`src/rtl/lbuf_sched_if.sv`:
```
// lbuf_sched_if: line-buffer scheduler bus bundling the sprite writer handshake,
// scan-out read port and the two external single-port bank RAMs.
// Signals (slave = scheduler side):
//   line_start        scanline boundary pulse
//   wreq/wx/wdata     writer request, pixel x, colour (0 = transparent)
//   wrdy              writer ready
//   rx/rdata          scan-out pixel x, registered scan-out colour
//   bN_ad/we/di/do    bank N address, write enable, write data, read data
interface lbuf_sched_if;
    logic       line_start;
    logic       wreq;
    logic [8:0] wx;
    logic [7:0] wdata;
    logic       wrdy;
    logic [8:0] rx;
    logic [7:0] rdata;
    logic [8:0] b0_ad;
    logic       b0_we;
    logic [7:0] b0_di;
    logic [7:0] b0_do;
    logic [8:0] b1_ad;
    logic       b1_we;
    logic [7:0] b1_di;
    logic [7:0] b1_do;
    modport master (
        output line_start, wreq, wx, wdata, rx, b0_do, b1_do,
        input  wrdy, rdata, b0_ad, b0_we, b0_di, b1_ad, b1_we, b1_di
    );
    modport slave (
        input  line_start, wreq, wx, wdata, rx, b0_do, b1_do,
        output wrdy, rdata, b0_ad, b0_we, b0_di, b1_ad, b1_we, b1_di
    );
endinterface

```
`src/rtl/lbuf_sched.sv`:
```
// lbuf_sched: double-buffered sprite line buffer scheduler with erase-after-read scan-out.
// Ports: clk (rising edge), rst_n (async active-low), bus (lbuf_sched_if.slave).
// Optional macro LBUF_PRIO_EN: first-written-wins via read-check-write (1 pixel per 2 CLK);
// undefined: last-written-wins, 1 pixel per CLK.
module lbuf_sched (
    input  logic        clk,
    input  logic        rst_n,
    lbuf_sched_if.slave bus
);
    localparam logic [0:0] S_INIT = 1'b0;
    localparam logic [0:0] S_RUN  = 1'b1;
    logic [0:0] r_state;
    logic [8:0] r_cnt;
    logic       r_bsel;
    logic       r_ph;
    logic [8:0] r_rxq;
    logic [7:0] r_rdata;
    logic       w_run;
    logic       w_wacc;
    logic       w_wr_we;
    logic [8:0] w_wr_ad;
    logic [7:0] w_wr_di;
    logic       w_rd_we;
    assign w_run   = r_state == S_RUN;
    // the read bank erases the pixel it just returned on the second half of each pixel clock
    assign w_rd_we = w_run & r_ph;
`ifdef LBUF_PRIO_EN
    localparam logic [0:0] W_IDLE = 1'b0;
    localparam logic [0:0] W_CHK  = 1'b1;
    logic [0:0] r_wst;
    logic [8:0] r_wx;
    logic [7:0] r_wdata;
    logic [7:0] w_wr_do;
    assign w_wr_do  = r_bsel ? bus.b1_do : bus.b0_do;
    assign bus.wrdy = w_run & (r_wst == W_IDLE) & ~bus.line_start;
    assign w_wacc   = bus.wreq & bus.wrdy;
    // acceptance cycle reads the target pixel; check cycle writes only over transparent
    assign w_wr_ad  = (r_wst == W_CHK) ? r_wx : bus.wx;
    assign w_wr_di  = r_wdata;
    assign w_wr_we  = (r_wst == W_CHK) & ~bus.line_start & (w_wr_do == 8'd0) & (r_wdata != 8'd0);
    always_ff @(posedge clk or negedge rst_n) begin
        if (!rst_n) begin
            r_wst   <= W_IDLE;
            r_wx    <= 9'd0;
            r_wdata <= 8'd0;
        end else if (bus.line_start || r_wst == W_CHK) begin
            r_wst <= W_IDLE;
        end else if (w_wacc) begin
            r_wst   <= W_CHK;
            r_wx    <= bus.wx;
            r_wdata <= bus.wdata;
        end
    end
`else
    assign bus.wrdy = w_run & ~bus.line_start;
    assign w_wacc   = bus.wreq & bus.wrdy;
    assign w_wr_ad  = bus.wx;
    assign w_wr_di  = bus.wdata;
    assign w_wr_we  = w_wacc & (bus.wdata != 8'd0);
`endif
    // write bank = r_bsel, read bank = ~r_bsel; INIT clears both banks in parallel
    assign bus.b0_ad = w_run ? (r_bsel ? r_rxq : w_wr_ad) : r_cnt;
    assign bus.b1_ad = w_run ? (r_bsel ? w_wr_ad : r_rxq) : r_cnt;
    // gated by rst_n so no RAM write can occur while reset is held
    assign bus.b0_we = rst_n & (~w_run | (r_bsel ? w_rd_we : w_wr_we));
    assign bus.b1_we = rst_n & (~w_run | (r_bsel ? w_wr_we : w_rd_we));
    assign bus.b0_di = (w_run & ~r_bsel) ? w_wr_di : 8'd0;
    assign bus.b1_di = (w_run & r_bsel) ? w_wr_di : 8'd0;
    assign bus.rdata = r_rdata;
    always_ff @(posedge clk or negedge rst_n) begin
        if (!rst_n) begin
            r_state <= S_INIT;
            r_cnt   <= 9'd0;
            r_bsel  <= 1'b0;
            r_ph    <= 1'b0;
            r_rxq   <= 9'd0;
            r_rdata <= 8'd0;
        end else if (!w_run) begin
            r_cnt <= r_cnt + 9'd1;
            if (r_cnt == 9'd511)
                r_state <= S_RUN;
        end else begin
            r_ph <= bus.line_start ? 1'b0 : ~r_ph;
            if (bus.line_start)
                r_bsel <= ~r_bsel;
            if (!r_ph) begin
                r_rxq   <= bus.rx;
                r_rdata <= r_bsel ? bus.b0_do : bus.b1_do;
            end
        end
    end
endmodule

```
`src/flat_wrapper.sv`:
```
// flat-port wrapper written by rule: the top's interface ports become plain ports
module lbuf_sched_flat 
  (clk, rst_n, bus_line_start, bus_wreq, bus_wx, bus_wdata, bus_rx, bus_b0_do, bus_b1_do, bus_wrdy, bus_rdata, bus_b0_ad, bus_b0_we, bus_b0_di, bus_b1_ad, bus_b1_we, bus_b1_di);
  lbuf_sched_if bus_i ();
  input  logic clk;
  input  logic rst_n;
  input wire logic [$bits(bus_i.line_start)-1:0] bus_line_start;
  input wire logic [$bits(bus_i.wreq)-1:0] bus_wreq;
  input wire logic [$bits(bus_i.wx)-1:0] bus_wx;
  input wire logic [$bits(bus_i.wdata)-1:0] bus_wdata;
  input wire logic [$bits(bus_i.rx)-1:0] bus_rx;
  input wire logic [$bits(bus_i.b0_do)-1:0] bus_b0_do;
  input wire logic [$bits(bus_i.b1_do)-1:0] bus_b1_do;
  output wire logic [$bits(bus_i.wrdy)-1:0] bus_wrdy;
  output wire logic [$bits(bus_i.rdata)-1:0] bus_rdata;
  output wire logic [$bits(bus_i.b0_ad)-1:0] bus_b0_ad;
  output wire logic [$bits(bus_i.b0_we)-1:0] bus_b0_we;
  output wire logic [$bits(bus_i.b0_di)-1:0] bus_b0_di;
  output wire logic [$bits(bus_i.b1_ad)-1:0] bus_b1_ad;
  output wire logic [$bits(bus_i.b1_we)-1:0] bus_b1_we;
  output wire logic [$bits(bus_i.b1_di)-1:0] bus_b1_di;
  assign bus_i.line_start = bus_line_start;
  assign bus_i.wreq = bus_wreq;
  assign bus_i.wx = bus_wx;
  assign bus_i.wdata = bus_wdata;
  assign bus_i.rx = bus_rx;
  assign bus_i.b0_do = bus_b0_do;
  assign bus_i.b1_do = bus_b1_do;
  assign bus_wrdy = bus_i.wrdy;
  assign bus_rdata = bus_i.rdata;
  assign bus_b0_ad = bus_i.b0_ad;
  assign bus_b0_we = bus_i.b0_we;
  assign bus_b0_di = bus_i.b0_di;
  assign bus_b1_ad = bus_i.b1_ad;
  assign bus_b1_we = bus_i.b1_we;
  assign bus_b1_di = bus_i.b1_di;
  lbuf_sched u_core (.clk(clk), .rst_n(rst_n), .bus(bus_i));
endmodule
```
`config.mk`:
```
export PLATFORM = sky130hd
export DESIGN_NAME = lbuf_sched_flat
export DESIGN_NICKNAME = d
export VERILOG_FILES = /design/src/rtl/lbuf_sched_if.sv /design/src/rtl/lbuf_sched.sv /design/src/flat_wrapper.sv
export SDC_FILE = /design/constraint.sdc
export NUM_CORES = 1
export LEC_CHECK = 0
export CAP_MARGIN = 30
export CORE_UTILIZATION = 35
export DETAILED_ROUTE_END_ITERATION = 7
export GPL_ROUTABILITY_DRIVEN = 0
export PLACE_DENSITY_LB_ADDON = 0.1
export SYNTH_ARGS = -nofsm -noshare
export SYNTH_HDL_FRONTEND = slang
export SYNTH_SLANG_ARGS = --single-unit
```
`constraint.sdc`:
```
create_clock -name clk -period 2.8 [get_ports clk]
set_input_delay 0.56 -clock clk [delete_from_list [all_inputs] [get_ports clk]]
set_output_delay 0.56 -clock clk [all_outputs]
set_load 0.01 [all_outputs]
```
# Word level (Yosys, flattened, before mapping)
# Index checks and enable logic that the tools add are counted.
# word_totals
input_bits	46
out_inout_bits	45
register_bits	29
elab_cells	37
# op_classes
mux	12
eq_ne	1
reduce_logical	3
n_bitwise	14
add_sub_neg	1
# op_table
operator	count
$mux W9	4
$mux W8	3
$add A9 B1 Y9 const B	1
$eq A9 B9 Y1 const B	1
$and A1 B1 Y1	8
$reduce_bool A8 Y1	1
$mux W1	5
$not A1 Y1	4
$reduce_and A2 Y1	2
$or A1 B1 Y1	2

# Longest topological paths before layout
# depth
word_depth	7
depth_mapped	5

# Least setup slack after synthesis
# OpenSTA, ideal clock, no wires.
# synth_timing
kind	in2out
startpoint	in bus_wdata[2]
endpoint	out bus_b0_we
t_arrival_ns	1.335
n_path_buf	0
path_stages	3
t_required_ns	2.240
setup_slack_ns	0.905
path_cell_list	or4_1 nor2_1 o32ai_1
# synth_between
elab_chain_len	5
# synth_lines
element	line	text
from (decl)	flat_wrapper.sv:10	input wire logic [$bits(bus_i.wdata)-1:0] bus_wdata;
$reduce_bool A8 Y1	lbuf_sched.sv:59	assign w_wr_we = w_wacc & (bus.wdata != 8'd0);
$and A1 B1 Y1	lbuf_sched.sv:59	
$mux W1	lbuf_sched.sv:65	assign bus.b0_we = rst_n & (~w_run | (r_bsel ? w_rd_we : w_wr_we));
$or A1 B1 Y1	lbuf_sched.sv:65	
$and A1 B1 Y1	lbuf_sched.sv:65	
to (decl)	flat_wrapper.sv:17	output wire logic [$bits(bus_i.b0_we)-1:0] bus_b0_we;
# Every way passes these cells.

# Worst setup path in the final report
# layout_timing
startpoint	in bus_wdata[6]
endpoint	out bus_b0_we
# The elaborated chain is that of the path after synthesis.

==> results.ini <==
[synth]
syn-num-nets = 223
post_synth_xor_area_fraction_pct = 3.97
yosys_warnings = 0
synth_compound_area_share_pct = 9.51
synth_cell_type_count = 32
synth.area.mux_share_pct = 22.4
syn_area_um2 = 1760
synth_simple_gate_area_share_pct = 17.0
synth-seq-cells = 29
synth_area_per_cell_um2 = 10.1
synth_async_sr_flop_share_pct = 100
synth_top_family_by_area = multiplexers
synth-seq-area-share_pct = 41.2
synth-edff-count = 0
synthFlopType = sky130_fd_sc_hd__dfrtp_1
synth-adder-area-share_pct = 1.42
cell_count_after_synthesis = 175

[power]
post-layout-total-power_w = 0.000974
pwr_density_cell_nw_per_um2 = 342
static-leakage-power_nw = 1.15
worst_voltage_drop_across_the_vdd_grid_uv = 214

[timing]
worst-slew-pin-transition_ns = 0.684
min_period_over_period_pct = 93.6
slew_viol_final = 0
rsz0062_at_grt = false
final_period_minus_worst_setup_slack_ns = 2.62
report.final.hold_viol_count = 0
fin_skew_ns = 0.00677
fmax_ghz = 0.381
whs_ns = 0.478
setup-violations-final = 0
max-slew-margin-rel_pct = 54.4

[die]
fp.dieArea_um2 = 5320
floorplan.initialDensity_pct = 36.8
fp.dieH_um = 73.0
ios = 91
site_rows = 25
core-area_um2 = 4790
chipWidth_um = 73.0

[cts]
cts-resized-gates = 3
cts_root_buffer = sky130_fd_sc_hd__clkbuf_8
max_root_sink_buffers = 2
postCtsHoldBufs = 0
worstSkewPairLatency_ns = 0.28
total_clock_buffers_created_by_cts = 5
postCtsSetupBuffers = 0
h_tree_levels = 2
cts_tree = yes
worst_setup_hold_path_clk_slew_ns = 0.06
cts.sinks = 29

[setup_path]
kind_of_critical_path = in2out
rrSetupSlack_ns = 1.23
cp.required_ns = 2.24
critical_path.startpoint_type = primary input
critical_path_arrival_ns = 2.06
timing.critical_path.to_type = primary output
critical_path_peak_fanout = 3

[final_layout]
finish.utilization_pct = 59.5
syn_to_final_growth_pct = 61.4
insertedDiodeCount = 0
layout.cells.non_filler = 335
sequential_cell_area_um2 = 727
layout.filler_cells = 405
drive_gt1_share_pct = 11.9
multi_input_comb_area_um2 = 960
final_nets = 315

[global_route]
grt_pass1_vias = 1576
gr-total-overflow = 0
grt_antenna_before_repair = 0
grt_max_degree = 30
grtUsageTotal_pct = 16.9
grt_first_pass_wirelength_um = 6950

[min_path]
hold_path.class = reg2reg

[detailed_routing]
vias = 1596
detail_route.drc_violations = 0
detail_route.iter0.violations = 47
firstDrtPassIters = 4
wirelength_um = 4280
postRouteAntennaNets = 0
detail_route.vias_per_cell = 4.76
routedWlPerCell_um = 12.8

[placement]
place_hpwl_um = 3280
placed_cells_incl_taps = 327
port_buffers = 90

[outcome]
run_status = finished clean

[job]
max-cap-violations = 0

==> synth_stat cells (5+ instances only) <==
| cell | number | area share [%] |
|---|---|---|
| sky130_fd_sc_hd__mux2i_1 | 26 | 15 |
| sky130_fd_sc_hd__a21oi_1 | 18 | 5.1 |
| sky130_fd_sc_hd__xnor2_1 | 5 | 2.5 |
| sky130_fd_sc_hd__o21ai_0 | 9 | 2.6 |
| sky130_fd_sc_hd__mux2_2 | 8 | 5.1 |
| sky130_fd_sc_hd__dfrtp_1 | 29 | 41 |
| sky130_fd_sc_hd__and2_1 | 7 | 2.5 |
| sky130_fd_sc_hd__nor2_1 | 13 | 2.8 |
| sky130_fd_sc_hd__buf_2 | 7 | 2.0 |
| sky130_fd_sc_hd__nand2_1 | 11 | 2.3 |
| sky130_fd_sc_hd__and3_1 | 7 | 2.5 |
==> per-layer routing <==
metal  vias up  wire, um  GRT usage [%]
met5         -         0              0
met4         0        45           4.58
met3         6       310           4.97
met2        62      1990           28.3
met1       732      1930           21.2
li1        796         -              -
==> critical path, cell delays in order <==
cell and delay (ns):
sky130_fd_sc_hd__clkdlybuf4s50_1 0.44, sky130_fd_sc_hd__or4_4 0.55, sky130_fd_sc_hd__nor2_2 0.12, sky130_fd_sc_hd__o32ai_1 0.09
sky130_fd_sc_hd__dlygate4sd2_1 0.30
==> metrics by stage <==
stage | setup WS, ns | setup TNS, ns | instance area, um^2
global placement | -0.0525 | -0.0958 | 2730
CTS | 0.169 | 0 | 2850
floorplan | 0.905 | 0 | 1760
global route | 0.104 | 0 | 2850
finish | 0.179 | 0 | 2850
detailed placement | -0.0568 | -0.102 | 2730
==> where the power goes <==
part / internal, W / total, W / switching [W] / leakage, nW
combinational: 0.0000709 / 0.0000992 / 0.0000283 / 0.769
clock: 0.000290 / 0.000444 / 0.000154 / 0.0585
sequential: 0.000426 / 0.000431 / 0.00000532 / 0.321
==> cells in the final DEF (no fill, tap or decap) <==
cell type,n
sky130_fd_sc_hd__nor4b_2,1
sky130_fd_sc_hd__dlygate4sd2_1,2
sky130_fd_sc_hd__dfrtp_1,28
sky130_fd_sc_hd__nand4b_1,2
sky130_fd_sc_hd__clkbuf_1,1
sky130_fd_sc_hd__and2b_1,1
sky130_fd_sc_hd__ha_1,2
sky130_fd_sc_hd__mux2_4,3
sky130_fd_sc_hd__a21oi_1,18
sky130_fd_sc_hd__or2_2,1
sky130_fd_sc_hd__nor2b_1,1
sky130_fd_sc_hd__nor2_1,12
sky130_fd_sc_hd__mux2i_1,26
sky130_fd_sc_hd__o32ai_1,2
sky130_fd_sc_hd__nand2_1,11
sky130_fd_sc_hd__and3_1,7
sky130_fd_sc_hd__buf_4,7
sky130_fd_sc_hd__clkbuf_8,6
sky130_fd_sc_hd__xor2_1,3
sky130_fd_sc_hd__or4_4,1
sky130_fd_sc_hd__xnor2_1,5
sky130_fd_sc_hd__dfrtp_2,1
sky130_fd_sc_hd__nand4_1,1
sky130_fd_sc_hd__clkdlybuf4s50_1,88
sky130_fd_sc_hd__and3_2,1
sky130_fd_sc_hd__and2_2,1
sky130_fd_sc_hd__and2_1,7
sky130_fd_sc_hd__inv_1,2
sky130_fd_sc_hd__a21boi_0,2
sky130_fd_sc_hd__or4_1,1
sky130_fd_sc_hd__nor2_2,1
sky130_fd_sc_hd__nand3_1,2
sky130_fd_sc_hd__bufinv_16,1
sky130_fd_sc_hd__o21ai_0,9
sky130_fd_sc_hd__mux2_2,8
sky130_fd_sc_hd__nand2b_1,3
==> cells by family after synthesis <==
group / after synthesis
buf+inv: 14
compound gates: 31
fa+ha+maj: 2
flops: 29
mux: 37
simple gates: 54
xor+xnor: 8
==> state kept, by name, summed over array words and instances (netlist names) <==
name,cells
u_core.r_ph,1
u_core.bus.rdata,8
u_core.r_bsel,1
u_core.r_rxq,9
u_core.r_cnt,9
u_core.r_state,1
==> path summary, 6_finish.rpt <==
kind,end,cells past startpoint,from
max in group asynchronous,u_core.r_bsel,2,rst_n
hold reg to reg,u_core.bus.rdata[6],2,u_core.bus.rdata[6]
min in group asynchronous,u_core.bus.rdata[7],2,rst_n
setup / recovery,bus_b0_we,5,bus_wdata[6]
setup reg to reg,u_core.bus.rdata[5],3,u_core.r_state
hold / removal,u_core.bus.rdata[6],2,u_core.bus.rdata[6]
==> cell type report <==
type / count / share of cell area [%]
inverters: 2 / 0.264
clock buffers: 7 / 3.03
repair buffers: 97 / 33.4
well taps: 67 / 2.95
flip-flops and latches: 29 / 25.5
multi-input cells: 132 / 33.7
clock inverters: 1 / 1.06
Note: power is estimated with default switching activity, not from simulation.
